--- config.mk ---
export PLATFORM = sky130hd
export DESIGN_NAME = prog_loader
export DESIGN_NICKNAME = d
export VERILOG_FILES = /design/src/rtl/prog_loader.sv
export SDC_FILE = /design/constraint.sdc
export NUM_CORES = 1
export LEC_CHECK = 0
export CAP_MARGIN = 15
export CORE_UTILIZATION = 65
export CTS_CLUSTER_SIZE = 16
export DETAILED_ROUTE_END_ITERATION = 10
export DONT_BUFFER_PORTS = 1
export PLACE_DENSITY_LB_ADDON = 0.3
export SLEW_MARGIN = 25
export SYNTH_ARGS = -nofsm -noshare
export SYNTH_HDL_FRONTEND = slang
export SYNTH_SLANG_ARGS = --single-unit
--- constraint.sdc ---
create_clock -name clk -period 5.6 [get_ports clk]
set_clock_uncertainty 0.1 [all_clocks]
set_input_delay 0.56 -clock clk [delete_from_list [all_inputs] [get_ports clk]]
set_output_delay 0.56 -clock clk [all_outputs]
set_load 0.1 [all_outputs]
--- src/rtl/prog_loader.sv ---
// prog_loader: receives a length-prefixed program image over a byte stream,
// writes 32-bit instruction words to memory and releases the core on a good checksum.
// Ports: clk, rst_n (async, active-low); start (level, arms a new load);
//        rx_valid/rx_data in, rx_ready out: byte stream handshake;
//        imem_we/imem_addr/imem_wdata: one-cycle instruction memory write;
//        core_hold (core held in reset), done (good load), error (aborted load).
module prog_loader #(
    parameter logic [31:0] BASE_ADDR = 32'h0000_0000,
    parameter int unsigned MAX_WORDS = 256,
    parameter int unsigned TIMEOUT   = 1000
) (
    input  logic        clk,
    input  logic        rst_n,
    input  logic        start,
    input  logic        rx_valid,
    input  logic [7:0]  rx_data,
    output logic        rx_ready,
    output logic        imem_we,
    output logic [31:0] imem_addr,
    output logic [31:0] imem_wdata,
    output logic        core_hold,
    output logic        done,
    output logic        error
);

    localparam logic [2:0] S_IDLE   = 3'd0;
    localparam logic [2:0] S_LEN_HI = 3'd1;
    localparam logic [2:0] S_LEN_LO = 3'd2;
    localparam logic [2:0] S_DATA   = 3'd3;
    localparam logic [2:0] S_CHECK  = 3'd4;
    localparam logic [2:0] S_DONE   = 3'd5;
    localparam logic [2:0] S_ERROR  = 3'd6;

    localparam logic [31:0] TO_LAST = 32'(TIMEOUT - 1);

    logic [2:0]  state;
    logic [7:0]  len_hi;
    logic [15:0] len;
    logic [15:0] word_idx;
    logic [1:0]  byte_cnt;
    logic [23:0] shift;
    logic [7:0]  csum;
    logic [31:0] tcnt;
    logic        active;
    logic        accept;
    logic [15:0] len_rx;

    assign active = (state == S_LEN_HI) || (state == S_LEN_LO) ||
                    (state == S_DATA)   || (state == S_CHECK);
    assign rx_ready  = active;
    assign accept    = rx_valid & active;
    assign len_rx    = {len_hi, rx_data};
    assign done      = (state == S_DONE);
    assign error     = (state == S_ERROR);
    assign core_hold = (state != S_DONE);

    always_ff @(posedge clk or negedge rst_n) begin
        if (!rst_n) begin
            state      <= S_IDLE;
            len_hi     <= 8'd0;
            len        <= 16'd0;
            word_idx   <= 16'd0;
            byte_cnt   <= 2'd0;
            shift      <= 24'd0;
            csum       <= 8'd0;
            tcnt       <= 32'd0;
            imem_we    <= 1'b0;
            imem_addr  <= BASE_ADDR;
            imem_wdata <= 32'd0;
        end else begin
            // write strobe is a single-cycle pulse; addr/wdata hold otherwise
            imem_we <= 1'b0;
            case (state)
                S_IDLE, S_DONE, S_ERROR: begin
                    if (start) begin
                        state    <= S_LEN_HI;
                        word_idx <= 16'd0;
                        byte_cnt <= 2'd0;
                        csum     <= 8'd0;
                        tcnt     <= 32'd0;
                    end
                end
                S_LEN_HI, S_LEN_LO, S_DATA, S_CHECK: begin
                    if (accept) begin
                        tcnt <= 32'd0;
                        case (state)
                            S_LEN_HI: begin
                                len_hi <= rx_data;
                                state  <= S_LEN_LO;
                            end
                            S_LEN_LO: begin
                                len <= len_rx;
                                if (len_rx == 16'd0)
                                    state <= S_CHECK;
                                else if (32'(len_rx) > MAX_WORDS)
                                    state <= S_ERROR;
                                else
                                    state <= S_DATA;
                            end
                            S_DATA: begin
                                csum     <= csum ^ rx_data;
                                byte_cnt <= byte_cnt + 2'd1;
                                shift    <= {shift[15:0], rx_data};
                                // fourth byte completes the word; the write
                                // lands next cycle even if we move to CHECK
                                if (byte_cnt == 2'd3) begin
                                    imem_we    <= 1'b1;
                                    imem_addr  <= BASE_ADDR +
                                                  {14'd0, word_idx, 2'b00};
                                    imem_wdata <= {shift, rx_data};
                                    word_idx   <= word_idx + 16'd1;
                                    if (word_idx == len - 16'd1)
                                        state <= S_CHECK;
                                end
                            end
                            default: begin
                                state <= (rx_data == csum) ? S_DONE : S_ERROR;
                            end
                        endcase
                    end else if (tcnt >= TO_LAST) begin
                        state <= S_ERROR;
                    end else begin
                        tcnt <= tcnt + 32'd1;
                    end
                end
                default: state <= S_IDLE;
            endcase
        end
    end

endmodule

Word level (Yosys, flattened, before mapping)
Index checks and enable logic that the tools add are counted.

storage, ports and cells
  register bits = 158
  bits of input ports = 12
  output and inout port bits = 69
  word-level logic and storage cells = 84

cells by class
  $add $sub $neg = 4
  magnitude comparators = 2
  eq/ne operators = 18
  multiplexer cells = 31
  bitwise logic cells = 2
  reductions and logical operators = 16

operators with widths
  kind                                                                     number
  32-bit 2-to-1 mux                                                        3
  16-bit 2-to-1 mux                                                        4
  32-bit one-hot mux with 2 select lines                                   1
  32-bit by 1-bit adder with 32-bit output, second input constant          1
  32-bit by 10-bit >= comparator with 1-bit output, second input constant  1
  16-bit one-hot mux with 2 select lines                                   1
  8-bit 2-to-1 mux                                                         3
  3-bit 2-to-1 mux                                                         7
  16-bit by 1-bit adder with 16-bit output, second input constant          1
  16-bit == test                                                           1
  16-bit by 9-bit > comparator with 1-bit output, second input constant    1
  16-bit zero test                                                         1
  8-bit one-hot mux with 2 select lines                                    1
  16-bit by 1-bit subtractor with 16-bit output, second input constant     1
  3-bit AND reduction                                                      4
  4-bit AND reduction                                                      3
  3-bit == test, second input constant                                     3
  3-bit != test, second input constant                                     3
  3-bit one-hot mux with 3 select lines                                    1
  8-bit == test                                                            1
  2-bit 2-to-1 mux                                                         4
  2-bit != test, second input constant                                     4
  4-bit != test, second input constant                                     2
  8-bit XOR                                                                1
  14 further kinds                                                         20

Longest topological paths before layout
Gate-level depths: netlist (run 1).

  depth in word-level cells = 7
  mapped depth = 10
  gate-level depth less buffers = 9

Worst setup path before layout (run 1)
No wires, ideal clock.

  kind = register to output
  start = register state[1]
  end = output port rx_ready
  data arrival time = 2.647 ns
  data required time = 4.940 ns
  slack = 2.293 ns
  stages on the path, launching flop included = 5
  path buffers = 2
  path through = dfrtp_1 > clkbuf_1 > clkbuf_1 > nor2_1 > xnor2_1

between the ends
  cells in the longest elaborated chain, start to end = 4

RTL lines
  element                                                                                               RTL line  RTL
  start, declared                                                                                       36        logic [2:0] state;
  start signal, assigned                                                                                117       state <= (rx_data == csum) ? S_DONE : S_ERROR;
  3-bit by 1-bit == test with 1-bit output or 3-bit by 2-bit == test with 1-bit output (tied branches)  48        assign active = (state == S_LEN_HI) || (state == S_LEN_LO) ||
  1-bit logical OR (2 in a row)                                                                         48
  1-bit logical OR *                                                                                    49        (state == S_DATA) || (state == S_CHECK);
  end, declared                                                                                         17        output logic rx_ready,

Mark *: on every way between the ends. The rest lies on a longest branch, timed or not.

Final worst setup path (run 1)
  start = register state[2]
  end = output port done

between the ends
  cells in the longest elaborated chain, start to end = 1

RTL lines
  element        RTL line  RTL
  3-bit == test  53        assign done = (state == S_DONE);
  end, declared  22        output logic done,

No other way between the ends.

==> results.txt, run 1 <==
Outcome -> complete, no violations
Placer congestion estimate -> 0.941
Layout Utilization -> 72.9%
Final worst setup slack -> 1880 ps
Critical-path maximum fanout -> 17
Pre-CTS setup slack -> 2360 ps
Register area share after synthesis -> 53.6%
FMAX -> 269 MHz
Layout Nets -> 683
Cell Area, Synth -> 7380 sq um
Initial antenna violation count -> 0
CTS root buffer -> clkbuf_16
Simple-gate share of the synthesized area -> 17.7%
Syn Inst Count -> 673
Final HPWL DP -> 9.70 mm
DRC -> 0
WP data arrival -> 3060 ps
Vias per cell -> 6.09
Remaining global-route overflow -> 0
Clk network pwr share -> 26.2%
Max-Slew Margin vs Limit -> 29.9%
Total wire length -> 14.8 mm
Max-slew violations -> 0
Initial Util -> 67.4%
Final min period -> 3720 ps
Required time worst endpoint -> 4940 ps
Crit path kind -> flop to output port
Fin. Hold Viols -> 0
Leak -> 3.84 nW
HP Class -> input pin to async pin
CTS Buf Count -> 17
Compound-Gate Fraction of Synth Area -> 6.99%
Die Ht -> 109 um
Synth top area share -> 53.6%
Period utilization -> 66.4%
Die X -> 109 um
Power after layout -> 4.01 mW
GR Util All Layers -> 27.5%
Main area contributors after synthesis -> dfrtp_1 (54%), mux2_1 (6.7%), nand2_1 (5.5%)
Worst slew pin tran -> 1050 ps
Largest family of logic cells by synthesized area -> simple AND/OR/NAND/NOR gates
Post-synth EDFFs -> 0
# setup viols final -> 0
Post-DRT Antenna Nets -> 0
Hold_ws -> 49.9 ps
Clk buf depth -> 2
Adder-Cell Fraction of Synth Area -> 0.814%
Yosys warnings -> 0
Worst vdd ir -> 0.502 mV
Fraction of final layout cells sized beyond drive strength 1 -> 10.9%
I/O pin count -> 81
Post-Synth XOR/XNOR Area -> 5.94%
First-pass GRT wire length -> 24.2 mm
Area of the core -> 10900 sq um
Largest area contributor in the netlist -> dfrtp_1
Setup TNS -> 0 ps
Post CTS Setup Buffer Count -> 0
Startpoint Class -> flop
Latest clock arrival within the worst-skew pair -> 430 ps
Die Area -> 11800 sq um
Rows -> 38
Seq. cell area -> 3950 sq um
FILL cells -> 736
Seq pwr share -> 47.4%
CTS Sinks -> 158
Async SR Flop Fraction -> 100%
Vias in the first global route -> 4758
Antenna Cells -> 0
Dominant synthesized flop cell -> dfrtp_1
RSZ-0062 raised after global routing -> false
Distinct cells, synth -> 73
Kind of end point of the critical path -> output port
Area of the multi-input gates -> 3230 sq um
Max-cap violations -> 0
Largest net degree at the start of global routing -> 159
Pint -> 2.40 mW
Wire per inst -> 18.1 um
Switching part of the total -> 40.2%
Vias -> 4984
Comb pwr share -> 26.4%
Post-synthesis average cell area -> 11.0 sq um
Proportion of synthesized area in mux cells -> 11.2%
Switching power -> 1.61 mW
CTS tree -> done
DRT iter0 DRCs -> 373
H-tree levels -> 4
Initial DRT Pass Iterations -> 7
Layout overhead on the synthesized area -> 8.11%
Synthesis-stage register bit count -> 158
Cell Pwr Density -> 503 nW/um^2
Clock-pin slew on the worst setup and hold paths -> 60 ps
Number of I/O port buffers -> 0
## sequential cells by signal, summed over array words and instances, names as in the netlist
register and cells:
csum 8, imem_wdata 32, state 3, imem_we 1, word_idx 16, len 16
shift 24, imem_addr 16, byte_cnt 2, len_hi 8, tcnt 32
## what timing repair did
action,4_1_cts,5_1_grt
hold buffers,1,0
gates resized for setup,0,0
setup endpoints to repair,0,0
endpoints found under the hold margin,158,0
## cell usage after synthesis (6+ instances only)
master	number
a21oi_1	10
and2_1	17
and3_1	13
buf_4	16
clkbuf_1	19
dfrtp_1	158
inv_1	9
mux2_1	44
mux2_2	26
nand2_1	108
nand3_1	9
nand4_1	11
nor2_1	39
nor3_1	7
nor3b_1	6
nor4_1	12
o21ai_0	28
xnor2_1	20
xor2_1	30
## power by group through the flow
stage	combinational [mW]	clock, mW	sequential (mW)
6_report	1.06	1.05	1.90
5_1_grt	1.15	1.12	1.94
3_5_place_dp	1.02	0	1.91
3_3_place_gp	0.977	0	1.89
4_1_cts	1.06	1.06	1.89
2_1_floorplan	0.941	0	1.78
## placed cells by master, fill, tap and decap left out, types with 4 or more instances in the layout
master,netlist,final
nand3_1,9,9
nor3b_1,6,5
mux2_1,44,44
nor4_1,12,12
and2_1,17,17
o21ai_0,28,28
clkbuf_16,0,17
nand4_1,11,11
a31oi_1,4,4
and3_1,13,13
xnor2_1,20,19
ha_1,4,4
dfrtp_1,158,158
o211ai_1,4,4
nor2_1,39,39
nor2b_1,5,5
inv_1,9,9
conb_1,1,16
xor2_1,30,30
a21oi_1,10,10
mux2_2,26,26
or3_1,4,4
mux2i_1,4,4
nand2_1,108,107
nor3_1,7,7
clkinvlp_4,0,5
## worst paths after layout
check                      startpoint        end  slack [ps]  cells past startpoint
setup reg to reg             state[0]   tcnt[17]        2090                      7
max in group asynchronous       rst_n    len[15]        4810                      1
hold / removal                  rst_n    tcnt[0]          50                      1
min in group clk           rx_data[0]     len[0]         150                      2
hold reg to reg             shift[19]  shift[19]         380                      2
setup / recovery             state[2]       done        1880                      3
## worst max-delay path, stage by stage (launching register included)
cell,delay (ps)
dfrtp_1,700
nor2b_1,350
nand2_1,660
inv_1,910
## metrics by stage
| stage | cell area (sq um) | cells |
|---|---|---|
| after global routing | 7970 | 818 |
| after floorplan | 7430 | 688 |
| final | 7970 | 818 |
| after detailed placement | 7410 | 787 |
| after CTS | 7970 | 818 |
| after global placement | 7410 | 787 |
## metal layers
metal,global-route usage [%],routed length (um),share of wire (%)
met5,0,0,0
met4,9.85,244,1.6
met3,9.76,934,6.3
met2,42.2,7110,48
met1,36.2,6520,44
## kinds of logic (layout without fill, tap and decap cells)
| family | after synthesis | count (layout) |
|---|---|---|
| DFF | 158 | 158 |
| other | 1 | 16 |
| AOI/OAI and AO/OA | 77 | 77 |
| and+or+nand+nor | 254 | 254 |
| xor gates and xnor gates | 50 | 50 |
| adders and majority gates | 5 | 5 |
| muxes | 74 | 74 |
| buffers and inverters | 54 | 44 |
## layout make-up
class	instances	share of cell area [%]
multi-input cells	476	40.5
clock inverters	10	1.19
inverters	10	0.471
flip-flops and latches	158	49.6
well taps	140	2.20
repair buffers	4	0.628
clock buffers	20	5.48
No activity file was read; power rests on OpenSTA's default activity.
==> run 2, diff against run 1 <==
--- a/config.mk
+++ b/config.mk
@@ -6,7 +6,7 @@
 export NUM_CORES = 1
 export LEC_CHECK = 0
 export CAP_MARGIN = 15
-export CORE_UTILIZATION = 65
+export CORE_UTILIZATION = 63
 export CTS_CLUSTER_SIZE = 16
 export DETAILED_ROUTE_END_ITERATION = 10
 export DONT_BUFFER_PORTS = 1
==> constraint.sdc (replaced) <==
create_clock -name clk -period 3.66 [get_ports clk]
set_clock_uncertainty 0.1 [all_clocks]
set_input_delay 0.366 -clock clk [delete_from_list [all_inputs] [get_ports clk]]
set_output_delay 0.366 -clock clk [all_outputs]
set_load 0.1 [all_outputs]
==> run 2 against run 1 <==
  * First-iteration DRC count rose by 2.7%
  * Flip-flop and latch count stayed put
  * The flow now finishes with violations (negative hold slack)
  * Cell count rose by 2.3%
  * Worst hold slack got worse by 520 ps
  * Register-to-register slack lost 1400 ps
  * Die area grew 3.1%
  * Sequential share of layout area decreased by 0.99 points
  * Sequential power grew 53%
  * Cell area increased by 2.0%
==> results.txt, run 2 (synthesis gave the netlist of run 1 again) <==
HP Class -> input pin to async pin
Reg2reg setup slack -> 680 ps
Crit path kind -> flop to flop
Initial Util -> 64.6%
Fraction of final layout cells sized beyond drive strength 1 -> 12.1%
Kind of end point of the critical path -> flop
Area of the core -> 11400 sq um
CTS root buffer -> clkbuf_16
# setup viols final -> 0
Fin. Hold Viols -> 158
FMAX -> 335 MHz
Max-slew violations -> 0
Required time worst endpoint -> 3880 ps
Final HPWL DP -> 10.1 mm
Post CTS Setup Buffer Count -> 0
Largest net degree at the start of global routing -> 159
Worst reg2reg path depth -> 8
Cell Pwr Density -> 776 nW/um^2
Wire per inst -> 18.6 um
Critical-path maximum fanout -> 7
Total wire length -> 15.6 mm
Vias -> 4998
WP data arrival -> 3200 ps
Final min period -> 2980 ps
Die X -> 110 um
Remaining global-route overflow -> 0
Hold_ws -> -471 ps
Die Ht -> 110 um
Max-Slew Margin vs Limit -> 37.5%
Antenna Cells -> 0
CP Capture Point -> state[1]
R2R Path Start -> tcnt[0]
Layout overhead on the synthesized area -> 10.3%
Placer congestion estimate -> 0.943
Reg2reg end -> state[1]
Clock-pin slew on the worst setup and hold paths -> 70 ps
Cells along the critical path -> ha_1, a211oi_1, or3_1, nor4b_1, a2111oi_0, and3_1, nor3b_1, a211o_1
Clk buf depth -> 2
Layout Nets -> 698
Vias per cell -> 5.97
GR Util All Layers -> 27.3%
Max-cap violations -> 0
RSZ-0062 raised after global routing -> false
Most common cell after layout, fill and taps aside -> dfrtp_1
Post-DRT Antenna Nets -> 0
Startpoint Class -> flop
Initial antenna violation count -> 0
Vias in the first global route -> 4804
Worst slew pin tran -> 937 ps
Setup TNS -> 0 ps
Failing checks -> negative hold slack
Rows -> 39
Leak -> 3.93 nW
Period utilization -> 81.5%
H-tree levels -> 4
Top flop regs -> imem_wdata: 32 flops, tcnt: 32 flops, shift: 24 flops
Hold_buf cts -> 8
Latest clock arrival within the worst-skew pair -> 430 ps
Crit path from -> tcnt[0]
CTS Sinks -> 158
Initial DRT Pass Iterations -> 5
CTS resizes -> 0
DRT iter0 DRCs -> 383
Worst vdd ir -> 0.573 mV
Slowest stage delay, CP -> 700 ps
Outcome -> complete, but fails checks
CTS Buf Count -> 17
I/O pin count -> 81
Most frequent cells in the layout -> dfrtp_1 (158), nand2_1 (107), mux2_1 (44)
First-pass GRT wire length -> 24.2 mm
Slowest CP cell -> nor4b_1
Number of I/O port buffers -> 0
Die Area -> 12100 sq um
DRC -> 0
CTS tree -> done
FILL cells -> 785
==> run 2: worst min path at each step <==
stage	start	endpoint	slack, ps	depth (start not counted)
2_1_floorplan	rst_n	byte_cnt[0]	-30	0
3_3_place_gp	rst_n	tcnt[17]	-20	0
3_5_place_dp	rst_n	tcnt[28]	-20	0
4_1_cts	rst_n	tcnt[28]	-480	0
5_1_grt	rst_n	tcnt[28]	-490	0
6_report	rst_n	imem_wdata[24]	-470	0
==> run 2: worst max-delay path: cells and delay by family (launching register included) <==
family | cells | cell delay [ps]
AND/OR/NAND/NOR | 4 | 1320
AO/OA/AOI/OAI | 3 | 730
flip-flops | 1 | 430
adder cells (fa/ha/maj) | 1 | 300
==> run 2: per-stage QoR <==
stage	power (mW)	util (%)	std cells	setup WS [ps]	area, sq um
after floorplan	4.16	-	688	497	7430
after global placement	4.43	65.4	798	881	7470
after detailed placement	4.54	65.4	798	695	7470
after CTS	6.32	71.3	837	687	8140
after global routing	6.62	71.3	837	474	8140
final	6.31	71.3	837	678	8140
==> run 2: metal layers <==
| metal | vias to the layer above | part of all wire (%) | global-route usage, % | wire (um) |
|---|---|---|---|---|
| li1 | 2322 | - | - | - |
| met1 | 2492 | 45 | 36.3 | 6930 |
| met2 | 153 | 48 | 42.6 | 7410 |
| met3 | 31 | 5.7 | 7.52 | 883 |
| met4 | 0 | 2.2 | 11.6 | 340 |
| met5 | - | 0 | 0 | 0 |
==> run 2: power breakdown <==
| part | switching (mW) | internal [mW] |
|---|---|---|
| Sequential | 0.801 | 2.11 |
| Clock | 0.744 | 1.02 |
| Combinational | 0.963 | 0.679 |
==> run 2: layout make-up <==
class                      instances  area, sq um  area share (%)
sequential                       158         3950            48.6
multi-input combinational        476         3220            39.6
clock buffer                      18          429            5.27
tap                              143          179            2.20
timing repair buffer              19          163            2.00
clock inverter                    13          155            1.91
inverter                          10         37.5           0.461
==> run 3, diff against run 2 <==
--- a/config.mk
+++ b/config.mk
@@ -6,7 +6,7 @@
 export NUM_CORES = 1
 export LEC_CHECK = 0
 export CAP_MARGIN = 15
-export CORE_UTILIZATION = 63
+export CORE_UTILIZATION = 57
 export CTS_CLUSTER_SIZE = 16
 export DETAILED_ROUTE_END_ITERATION = 10
 export DONT_BUFFER_PORTS = 1
==> constraint.sdc (replaced) <==
create_clock -name clk -period 2.7 [get_ports clk]
set_clock_uncertainty 0.1 [all_clocks]
set_input_delay 0.27 -clock clk [delete_from_list [all_inputs] [get_ports clk]]
set_output_delay 0.27 -clock clk [all_outputs]
set_load 0.1 [all_outputs]
==> run 3 against run 2 <==
  * Worst hold slack got worse by 100 ps
  * Total power increased by 43%
  * Critical path type unchanged
  * Sequential share of layout area decreased by 1.9 points
  * The flow still finishes with violations (negative hold slack)
  * Via count increased by 3.3%
  * Largest cell class unchanged
  * Largest power group unchanged
  * Combinational power increased by 60%
  * Die area increased by 10%
  * Worst setup slack got worse by 630 ps
  * Non-clock buffer count increased by 23
  * Register-to-register slack got worse by 630 ps
  * Core utilization decreased by 4.1 points
==> results.txt, run 3 (synthesis gave the netlist of run 1 again) <==
CTS tree -> done
FMAX -> 377 MHz
Max-cap violations -> 0
Filler-free cell count of the finished design -> 890
Clk buf depth -> 2
Latest clock arrival within the worst-skew pair -> 430 ps
Setup TNS -> 0 ps
Startpoint Class -> flop
Clock-pin slew on the worst setup and hold paths -> 70 ps
HP Class -> input pin to async pin
Max-Slew Margin vs Limit -> 38.2%
Worst vdd ir -> 0.615 mV
Layout overhead on the synthesized area -> 14.9%
Top flop regs -> imem_wdata: 32 flops, tcnt: 32 flops, shift: 24 flops
Placer congestion estimate -> 0.881
Most common cell after layout, fill and taps aside -> dfrtp_1
First-pass GRT wire length -> 25.7 mm
Initial Util -> 58.4%
Vias in the first global route -> 5020
Number of I/O port buffers -> 0
Failing checks -> negative hold slack
Total wire length -> 15.9 mm
Die Area -> 13400 sq um
CTS Sinks -> 158
Outcome -> complete, but fails checks
Vias -> 5164
DRC -> 0
Hold_ws -> -572 ps
Largest net degree at the start of global routing -> 159
Rows -> 41
WP data arrival -> 2870 ps
Worst slew pin tran -> 927 ps
Post-DRT Antenna Nets -> 0
Fraction of final layout cells sized beyond drive strength 1 -> 16.4%
Antenna Cells -> 0
Kind of end point of the critical path -> flop
Power after layout -> 9.02 mW
Final min period -> 2650 ps
Final HPWL DP -> 10.4 mm
Period utilization -> 98.2%
Die X -> 116 um
Critical-path maximum fanout -> 3
Required time worst endpoint -> 2920 ps
Pre-CTS setup slack -> -92.3 ps
Initial antenna violation count -> 0
Cell Pwr Density -> 1060 nW/um^2
Post-DP Area -> 7690 sq um
Vias per cell -> 5.80
Crit path kind -> flop to flop
DRT iter0 DRCs -> 379
CTS Buf Count -> 17
Max-slew violations -> 0
Leak -> 4.10 nW
Die Ht -> 116 um
H-tree levels -> 4
Hold_buf cts -> 8
FILL cells -> 937
Most frequent cells in the layout -> dfrtp_1 (156), nand2_1 (107), mux2_1 (44)
Area of the core -> 12600 sq um
Wire per inst -> 17.8 um
GR Util All Layers -> 25.5%
RSZ-0062 raised after global routing -> true
Initial DRT Pass Iterations -> 5
Remaining global-route overflow -> 0
Layout Nets -> 721
CTS root buffer -> clkbuf_16
Cells after DPL -> 849
Post-route cell area -> 8470 sq um
Fin. Hold Viols -> 158
I/O pin count -> 81
Final worst setup slack -> 48.4 ps
# setup viols final -> 0
Layout Utilization -> 67.2%
run 3: area by class of cell:
type	instances	area, sq um	area share (%)
clock inverter	14	198	2.33
sequential	158	3960	46.7
multi-input combinational	476	3280	38.7
timing repair buffer	42	348	4.10
tap	172	215	2.54
clock buffer	18	439	5.18
inverter	10	37.5	0.443
run 3: worst max-delay path, cell delays in order (launching register included):
cell and delay [ps]:
dfrtp_1 380, or4_4 540, or4b_4 540, xnor2_1 180, o211ai_1 140, nor4_4 290, a21oi_2 110, a211o_1 250
run 3: final timing paths:
path / from / end / slack [ps] / cells after the start
worst max-delay path: len[5] / state[1] / 50 / 7
worst min-delay path: rst_n / tcnt[8] / -570 / 0
worst max register to register: len[5] / state[1] / 50 / 7
worst min register to register: shift[19] / shift[19] / 370 / 2
max in group asynchronous: rst_n / len[2] / 2870 / 0
min in group clk: rx_data[5] / csum[5] / 20 / 3
run 3: metal layers:
layer | up-vias | global-route usage (%) | share of wire [%]
met1 | 2560 | 34.6 | 44
met4 | 0 | 10.8 | 1.8
met3 | 25 | 6.54 | 7.4
li1 | 2380 | - | -
met2 | 199 | 39.2 | 47
met5 | - | 0 | 0
run 3: report_power, final:
part,internal (mW),switching (mW)
clock,1.52,1.04
combinational,1.12,1.51
sequential,2.86,0.975
run 3: timing repair:
action                     4_1_cts  5_1_grt
setup buffers                    0        1
hold endpoints to repair       198      158
pin swaps                        0        6
setup endpoints to repair        3        3
resized for setup                3       11
